$ cat config.mk
export PLATFORM = sky130hd
export DESIGN_NAME = dist_pair_issuer
export DESIGN_NICKNAME = d
export VERILOG_FILES = /design/src/rtl/dist_seq_pkg.sv /design/src/rtl/dist_pair_issuer_fp_mag_lt.sv /design/src/rtl/dist_pair_issuer.sv
export SDC_FILE = /design/constraint.sdc
export NUM_CORES = 1
export LEC_CHECK = 0
export CAP_MARGIN = 0
export CORE_AREA = 3 3 194 196
export CTS_BUF_LIST = sky130_fd_sc_hd__clkbuf_4
export CTS_CLUSTER_DIAMETER = 200
export CTS_CLUSTER_SIZE = 14
export DETAILED_ROUTE_END_ITERATION = 8
export DIE_AREA = 0 0 197 199
export PLACE_DENSITY = 0.67
export SLEW_MARGIN = 10
export SYNTH_ARGS = -nofsm -noshare
export SYNTH_HDL_FRONTEND = slang
export SYNTH_HIERARCHICAL = 1
export SYNTH_SLANG_ARGS = --single-unit
$ cat constraint.sdc
create_clock -name CLK -period 2.1 [get_ports CLK]
set_input_delay 0.315 -clock CLK [delete_from_list [all_inputs] [get_ports CLK]]
set_output_delay 0.315 -clock CLK [all_outputs]
set_load 0.005 [all_outputs]
$ cat src/rtl/dist_seq_pkg.sv
// rtl/dist_seq_pkg.sv - shared states and float32 constants for the distance-unit sequencer
package dist_seq_pkg;

  typedef enum logic [1:0] {
    ST_IDLE  = 2'd0,
    ST_CLEAR = 2'd1,
    ST_RUN   = 2'd2,
    ST_HOLD  = 2'd3
  } state_e;

  localparam logic [31:0] FP_QNAN    = 32'h7FC0_0000;
  localparam logic [7:0]  FP_EXP_MAX = 8'hFF;

  function automatic int max_int(input int a, input int b);
    return (a > b) ? a : b;
  endfunction

endpackage

$ cat src/rtl/dist_pair_issuer_fp_mag_lt.sv
// rtl/dist_pair_issuer_fp_mag_lt.sv - float32 magnitude less-than with NaN/Inf flag on operand a
module fp_mag_lt
  import dist_seq_pkg::*;
(
  input  logic [31:0] a,
  input  logic [31:0] b,
  output logic        lt,
  output logic        nan_or_inf
);

  // For non-special floats the sign-stripped bit pattern orders like the magnitude.
  assign nan_or_inf = (a[30:23] == FP_EXP_MAX);
  assign lt         = (a[30:0] < b[30:0]);

endmodule

$ cat src/rtl/dist_pair_issuer.sv
// rtl/dist_pair_issuer.sv - sequences tagged point pairs through the distance unit and flags collisions
module dist_pair_issuer
  import dist_seq_pkg::*;
#(
  parameter int CLR_CYCLES = 2,
  parameter int TIMEOUT    = 255,
  parameter int TAG_W      = 8
) (
  input  logic             CLK,
  input  logic             RST,
  input  logic             in_valid,
  output logic             in_ready,
  input  logic [TAG_W-1:0] in_tag,
  input  logic [31:0]      in_a1,
  input  logic [31:0]      in_a2,
  input  logic [31:0]      in_a3,
  input  logic [31:0]      in_b1,
  input  logic [31:0]      in_b2,
  input  logic [31:0]      in_b3,
  input  logic [31:0]      in_thr,
  output logic [31:0]      dc_a1,
  output logic [31:0]      dc_a2,
  output logic [31:0]      dc_a3,
  output logic [31:0]      dc_b1,
  output logic [31:0]      dc_b2,
  output logic [31:0]      dc_b3,
  output logic             dc_rst_n,
  input  logic [31:0]      dc_res,
  input  logic             dc_rdy,
  output logic             out_valid,
  input  logic             out_ready,
  output logic [TAG_W-1:0] out_tag,
  output logic [31:0]      out_dist,
  output logic             out_collide,
  output logic             out_timeout,
  output logic             busy
);

  localparam int CNT_W = $clog2(max_int(CLR_CYCLES, TIMEOUT) + 1);

  state_e              state_q, state_d;
  logic [CNT_W-1:0]    cnt_q, cnt_d;
  logic [TAG_W-1:0]    tag_q, tag_d;
  logic [2:0][31:0]    a_q, a_d, b_q, b_d;
  logic [31:0]         thr_q, thr_d;
  logic [31:0]         dist_q, dist_d;
  logic                collide_q, collide_d;
  logic                timeout_q, timeout_d;
  logic                res_lt, res_special;

  fp_mag_lt u_mag_lt (
    .a          (dc_res),
    .b          (thr_q),
    .lt         (res_lt),
    .nan_or_inf (res_special)
  );

  always_ff @(posedge CLK) begin
    if (!RST) begin
      state_q   <= ST_IDLE;
      cnt_q     <= '0;
      tag_q     <= '0;
      a_q       <= '0;
      b_q       <= '0;
      thr_q     <= '0;
      dist_q    <= '0;
      collide_q <= 1'b0;
      timeout_q <= 1'b0;
    end else begin
      state_q   <= state_d;
      cnt_q     <= cnt_d;
      tag_q     <= tag_d;
      a_q       <= a_d;
      b_q       <= b_d;
      thr_q     <= thr_d;
      dist_q    <= dist_d;
      collide_q <= collide_d;
      timeout_q <= timeout_d;
    end
  end

  always_comb begin
    state_d   = state_q;
    cnt_d     = cnt_q;
    tag_d     = tag_q;
    a_d       = a_q;
    b_d       = b_q;
    thr_d     = thr_q;
    dist_d    = dist_q;
    collide_d = collide_q;
    timeout_d = timeout_q;
    unique case (state_q)
      ST_IDLE: begin
        if (in_valid) begin
          state_d = ST_CLEAR;
          cnt_d   = '0;
          tag_d   = in_tag;
          a_d     = {in_a3, in_a2, in_a1};
          b_d     = {in_b3, in_b2, in_b1};
          thr_d   = in_thr;
        end
      end
      ST_CLEAR: begin
        // dc_rdy is deliberately not looked at here: it may be left over from the last pair.
        if (cnt_q == CNT_W'(CLR_CYCLES - 1)) begin
          state_d = ST_RUN;
          cnt_d   = '0;
        end else begin
          cnt_d = cnt_q + 1'b1;
        end
      end
      ST_RUN: begin
        if (dc_rdy) begin
          state_d   = ST_HOLD;
          dist_d    = dc_res;
          collide_d = res_lt & ~res_special;
          timeout_d = 1'b0;
        end else if (cnt_q == CNT_W'(TIMEOUT - 1)) begin
          state_d   = ST_HOLD;
          dist_d    = FP_QNAN;
          collide_d = 1'b0;
          timeout_d = 1'b1;
        end else begin
          cnt_d = cnt_q + 1'b1;
        end
      end
      ST_HOLD: begin
        if (out_ready) state_d = ST_IDLE;
      end
      default: state_d = ST_IDLE;
    endcase
  end

  always_comb begin
    in_ready  = 1'b0;
    dc_rst_n  = 1'b0;
    out_valid = 1'b0;
    busy      = 1'b1;
    unique case (state_q)
      ST_IDLE: begin
        in_ready = 1'b1;
        busy     = 1'b0;
      end
      ST_CLEAR: ;
      ST_RUN:   dc_rst_n = 1'b1;
      ST_HOLD: begin
        dc_rst_n  = 1'b1;
        out_valid = 1'b1;
      end
      default: ;
    endcase
  end

  assign dc_a1       = a_q[0];
  assign dc_a2       = a_q[1];
  assign dc_a3       = a_q[2];
  assign dc_b1       = b_q[0];
  assign dc_b2       = b_q[1];
  assign dc_b3       = b_q[2];
  assign out_tag     = tag_q;
  assign out_dist    = dist_q;
  assign out_collide = collide_q;
  assign out_timeout = timeout_q;

endmodule

### Word-level counts from Yosys, hierarchy flattened

Index checks and enable logic that the tools add are counted.

* register bits after elaboration: 275
* input port bits: 269
* output and inout port bits: 238
* logic and storage cells: 58

* equality and inequality tests: 12
* bitwise logic cells: 2
* magnitude comparators: 1
* multiplexer cells: 21
* reduce and logical (&&, ||, !) cells: 8
* add/subtract/negate cells: 1

Operators with widths (number)
* 32-bit 2-to-1 mux: 2
* 8-bit 2-to-1 mux: 4
* 31-bit < comparator: 1
* 8-bit one-hot mux with 3 select lines: 1
* 8-bit equality test, second input constant: 2
* 2-bit 2-to-1 mux: 5
* 2-bit inequality test, second input constant: 5
* 8-bit by 1-bit adder with 8-bit output, second input constant: 1
* 8-bit by 1-bit equality test with 1-bit output, second input constant: 1
* 1-bit 2-to-1 mux: 8
* 2-bit one-hot mux with 4 select lines: 1
* 4-bit AND reduction: 2
* 2-bit equality test, second input constant: 2
* 2-bit AND reduction: 2
* 3-bit inequality test, second input constant: 1
* 3-bit nonzero test: 1
* 2-bit by 1-bit equality test with 1-bit output, second input constant: 1
* 2-bit logical NOT: 1
* 2-bit nonzero test: 1
* 2-bit OR reduction: 1
* 1-bit bitwise AND: 1
* 1-bit NOT: 1

### Longest topological paths before layout

* word-level depth: 4
* mapped depth: 9
* depth with buffers taken out: 9

### Hierarchy

The synthesis kept the hierarchy.

By module, submodules not included
* dist_pair_issuer: cells an instance 1232, sequential area each 5525.3 um^2, times used 1, area each 9829.4 um^2
* fp_mag_lt: cells an instance 111, sequential area each 0.0 um^2, times used 1, area each 760.7 um^2

### Worst setup path after synthesis

No wires, ideal clock.

* kind: reg-to-reg
* from: register state_q[0]
* to: register cnt_q[3]
* library setup time: 0.126 ns
* path slack: 0.182 ns
* required time: 1.974 ns
* buffers on the path: 3
* period minus slack after synthesis: 1.918 ns
* data arrival time: 1.791 ns
* stages on the path, launching flop included: 10
* cells stage by stage: dfxtp_1 -> inv_1 -> ha_1 -> buf_6 -> and2_4 -> buf_6 -> or3_1 -> buf_2 -> o41ai_2 -> a21oi_1

* longest elaborated chain between the ends: 3
* elaborated cells on any way between the ends: 9
* classes of those cells: 5 x eq/ne; 1 x mux; 3 x reduce/logical

Ends and longest elaborated chain
* start: declaration: RTL line dist_pair_issuer.sv:41 `state_e state_q, state_d;`
* start signal: assignment: RTL line dist_pair_issuer.sv:70 `state_q <= state_d;`
* 2-bit equality test, or another cell as far along: RTL line dist_pair_issuer.sv:92 `unique case (state_q)`
* 2-bit inequality test (no source line) or 3-bit nonzero test (tied branches)
* 4-bit AND reduction (no source line)
* end signal: assignment: RTL line dist_pair_issuer.sv:71 `cnt_q <= cnt_d;`
* end: declaration: RTL line dist_pair_issuer.sv:42 `logic [CNT_W-1:0] cnt_q, cnt_d;`

Several ways; a longest one is shown, not always the timed one.
A chain may end at the register's enable or synchronous reset.

### Worst setup path after layout

* from: register state_q[0]
* to: output port dc_rst_n

* longest elaborated chain between the ends: 3
* elaborated cells on any way between the ends: 4
* classes of those cells: 2 x eq/ne; 1 x mux; 1 x reduce/logical

Ends and longest elaborated chain
* 2-bit equality test: RTL line dist_pair_issuer.sv:139 `unique case (state_q)`
* 2-bit OR reduction (no source line) (*)
* 1-bit 2-to-1 mux (*): RTL line dist_pair_issuer.sv:139
* end: declaration: RTL line dist_pair_issuer.sv:27 `output logic dc_rst_n,`

Every way passes the cells marked *; elsewhere a longest branch is shown, timed or not.

==> impl_metrics.tcl <==
set metrics [dict create \
    routedWlPerCell_um 16.9 \
    min_path_cells 3 \
    finalCritPeriodShare 0.970 \
    num-nets-final 2141 \
    fp.dieArea_um2 39200 \
    final_critical_path_setup_slack_ps 62.4 \
    global_route_usage_sum 0.184 \
    ant_nets 0 \
    dpl.cell_count 2274 \
    cts-root-buf "sky130_fd_sc_hd__clkbuf_4" \
    syn2layout_area_growth_pct 58.5 \
    first_pass_grt_wire_length_mm 58.3 \
    timing_worst_setup_path_type "flop to output port" \
    vias_per_cell 4.68 \
    report.final.hold_viol_count 0 \
    timing_worst_slew_pin_value_ps 527 \
    reg2reg_depth 7 \
    worst_setup_path_start_kind "flop" \
    fin_crit_ps 2040 \
    clock-skew-final_ps 43.9 \
    floorplan.rows 70 \
    clock_insertion_delay_worst_skew_ps 730 \
    drc 0 \
    yosys_warnings 6 \
    holdWs_ps 104 \
    finalWirelength_mm 39.0 \
    grt_pass1_vias 10504 \
    pre_cts_ws_ps -643 \
    setup_viol 0 \
    port_buffers 505 \
    layout-drive-gt1-share 0.0692 \
    detailedRoute.firstPassIterationCount 5 \
    final_common_cell "sky130_fd_sc_hd__nand2_1" \
    worstPathArrival_ps 1720 \
    timing.fmax_ghz 0.491 \
    die-width_um 197 \
    worst_slew_margin_rel 0.649 \
    final_cell_mix "sky130_fd_sc_hd__nand2_1, sky130_fd_sc_hd__clkdlybuf4s50_1, sky130_fd_sc_hd__a21oi_1, sky130_fd_sc_hd__dfxtp_1, sky130_fd_sc_hd__buf_4" \
    critical_path_required_ps 1780 \
    drt_first_iter_violations 566 \
    grt_start_max_net_pins 98 \
    syn_inst 1339 \
    power.density_cell_area_nw_per_um2 892 \
    cts_buffer_depth 3 \
    p_leak_uw 0.00617 \
    tritoncts "done" \
    boundaryPins 507 \
    clkTransAtPathRegs_ps 160 \
    finalMaxSlewViolations 0 \
    place_congestion 0.826 \
    placedInstanceArea_um2 16400 \
    antenna_found_initial 11 \
    hp-class "input port to flop" \
    die_y_um 199 \
    worst_ir_drop_vdd_uv 484 \
    initial_core_util 0.291 \
    tns_ps 0 \
    critical_path_peak_fanout 3 \
    num_vias 10779 \
    rsz_0062_raised_after_global_routing "yes" \
    final_area_um2 16700 \
    syn_area_per_cell_um2 7.88 \
    run_status "finished clean" \
    clock-sinks 275 \
    ctsHtreeMaxLevel 1 \
    cts-buffers-inserted 23 \
    syn_nets 1646 \
    syn-cell-area_um2 10600 \
    place_hpwl_mm 29.3 \
    final_non_filler_cells 2305 \
    maxCapViolCount 0 \
    critPathCaptureType "output port" \
    core_area_um2 36300 \
    global_route.overflow_total 0 \
]
==> timing repair <==
action / CTS / global route
setup buffers: 3 / 1
resized for setup: 22 / 20
hold buffers: 0 / 0
gates cloned: 0 / 0
hold endpoints to repair: 0 / 0
pin swaps: 3 / 8
setup endpoints to repair: 10 / 7
==> through the flow <==
| step | util | power [uW] |
|---|---|---|
| 4_1_cts | 0.459 | 15100 |
| 3_3_place_gp | 0.452 | 12600 |
| 2_1_floorplan | - | 9300 |
| 6_report | 0.462 | 14900 |
| 5_1_grt | 0.461 | 16000 |
| 3_5_place_dp | 0.452 | 12700 |
==> worst max-delay path, cell delays in order, from the launching register on <==
cell	delay, ps
sky130_fd_sc_hd__dfxtp_4	430
sky130_fd_sc_hd__inv_6	50
sky130_fd_sc_hd__ha_4	150
sky130_fd_sc_hd__or2_2	270
sky130_fd_sc_hd__clkbuf_2	120
==> metal layers <==
metal | vias up | global-route usage | share of wire
li1 | 5364 | - | -
met1 | 4956 | 0.218 | 0.39
met2 | 362 | 0.326 | 0.50
met3 | 75 | 0.0610 | 0.083
met4 | 22 | 0.0417 | 0.021
met5 | - | 0 | 0.0038
==> registers in the layout (all words and copies together), names as in the netlist <==
register,cells
out_tag,8
out_collide,1
dc_b1,32
dc_a1,32
dc_a2,32
dc_b2,32
dc_b3,32
thr_q,31
cnt_q,8
state_q,2
out_dist,32
dc_a3,32
out_timeout,1
==> layout make-up <==
type                       count  area (um2)
tap                          468         586
sequential                   275        5520
inverter                      39         161
antenna                        3        7.51
clock buffer                  23         173
clock inverter                 2        11.3
multi-input combinational    932        4640
timing repair buffer         563        5640
fill                        3565       19500
==> final timing paths <==
| kind | startpoint | end | slack [ps] |
|---|---|---|---|
| min reg2reg | dc_b2[10] | dc_b2[10] | 460 |
| min | in_thr[1] | thr_q[1] | 100 |
| max | state_q[0] | dc_rst_n | 60 |
| max reg2reg | state_q[0] | cnt_q[2] | 170 |
==> power by group <==
group	switching (uW)	internal [uW]	total, uW	leakage (uW)
registers	478	6110	6590	0.00226
logic	3030	3090	6110	0.00381
clock network	1710	515	2230	0.000110
Power figures use the tool's default switching activity.
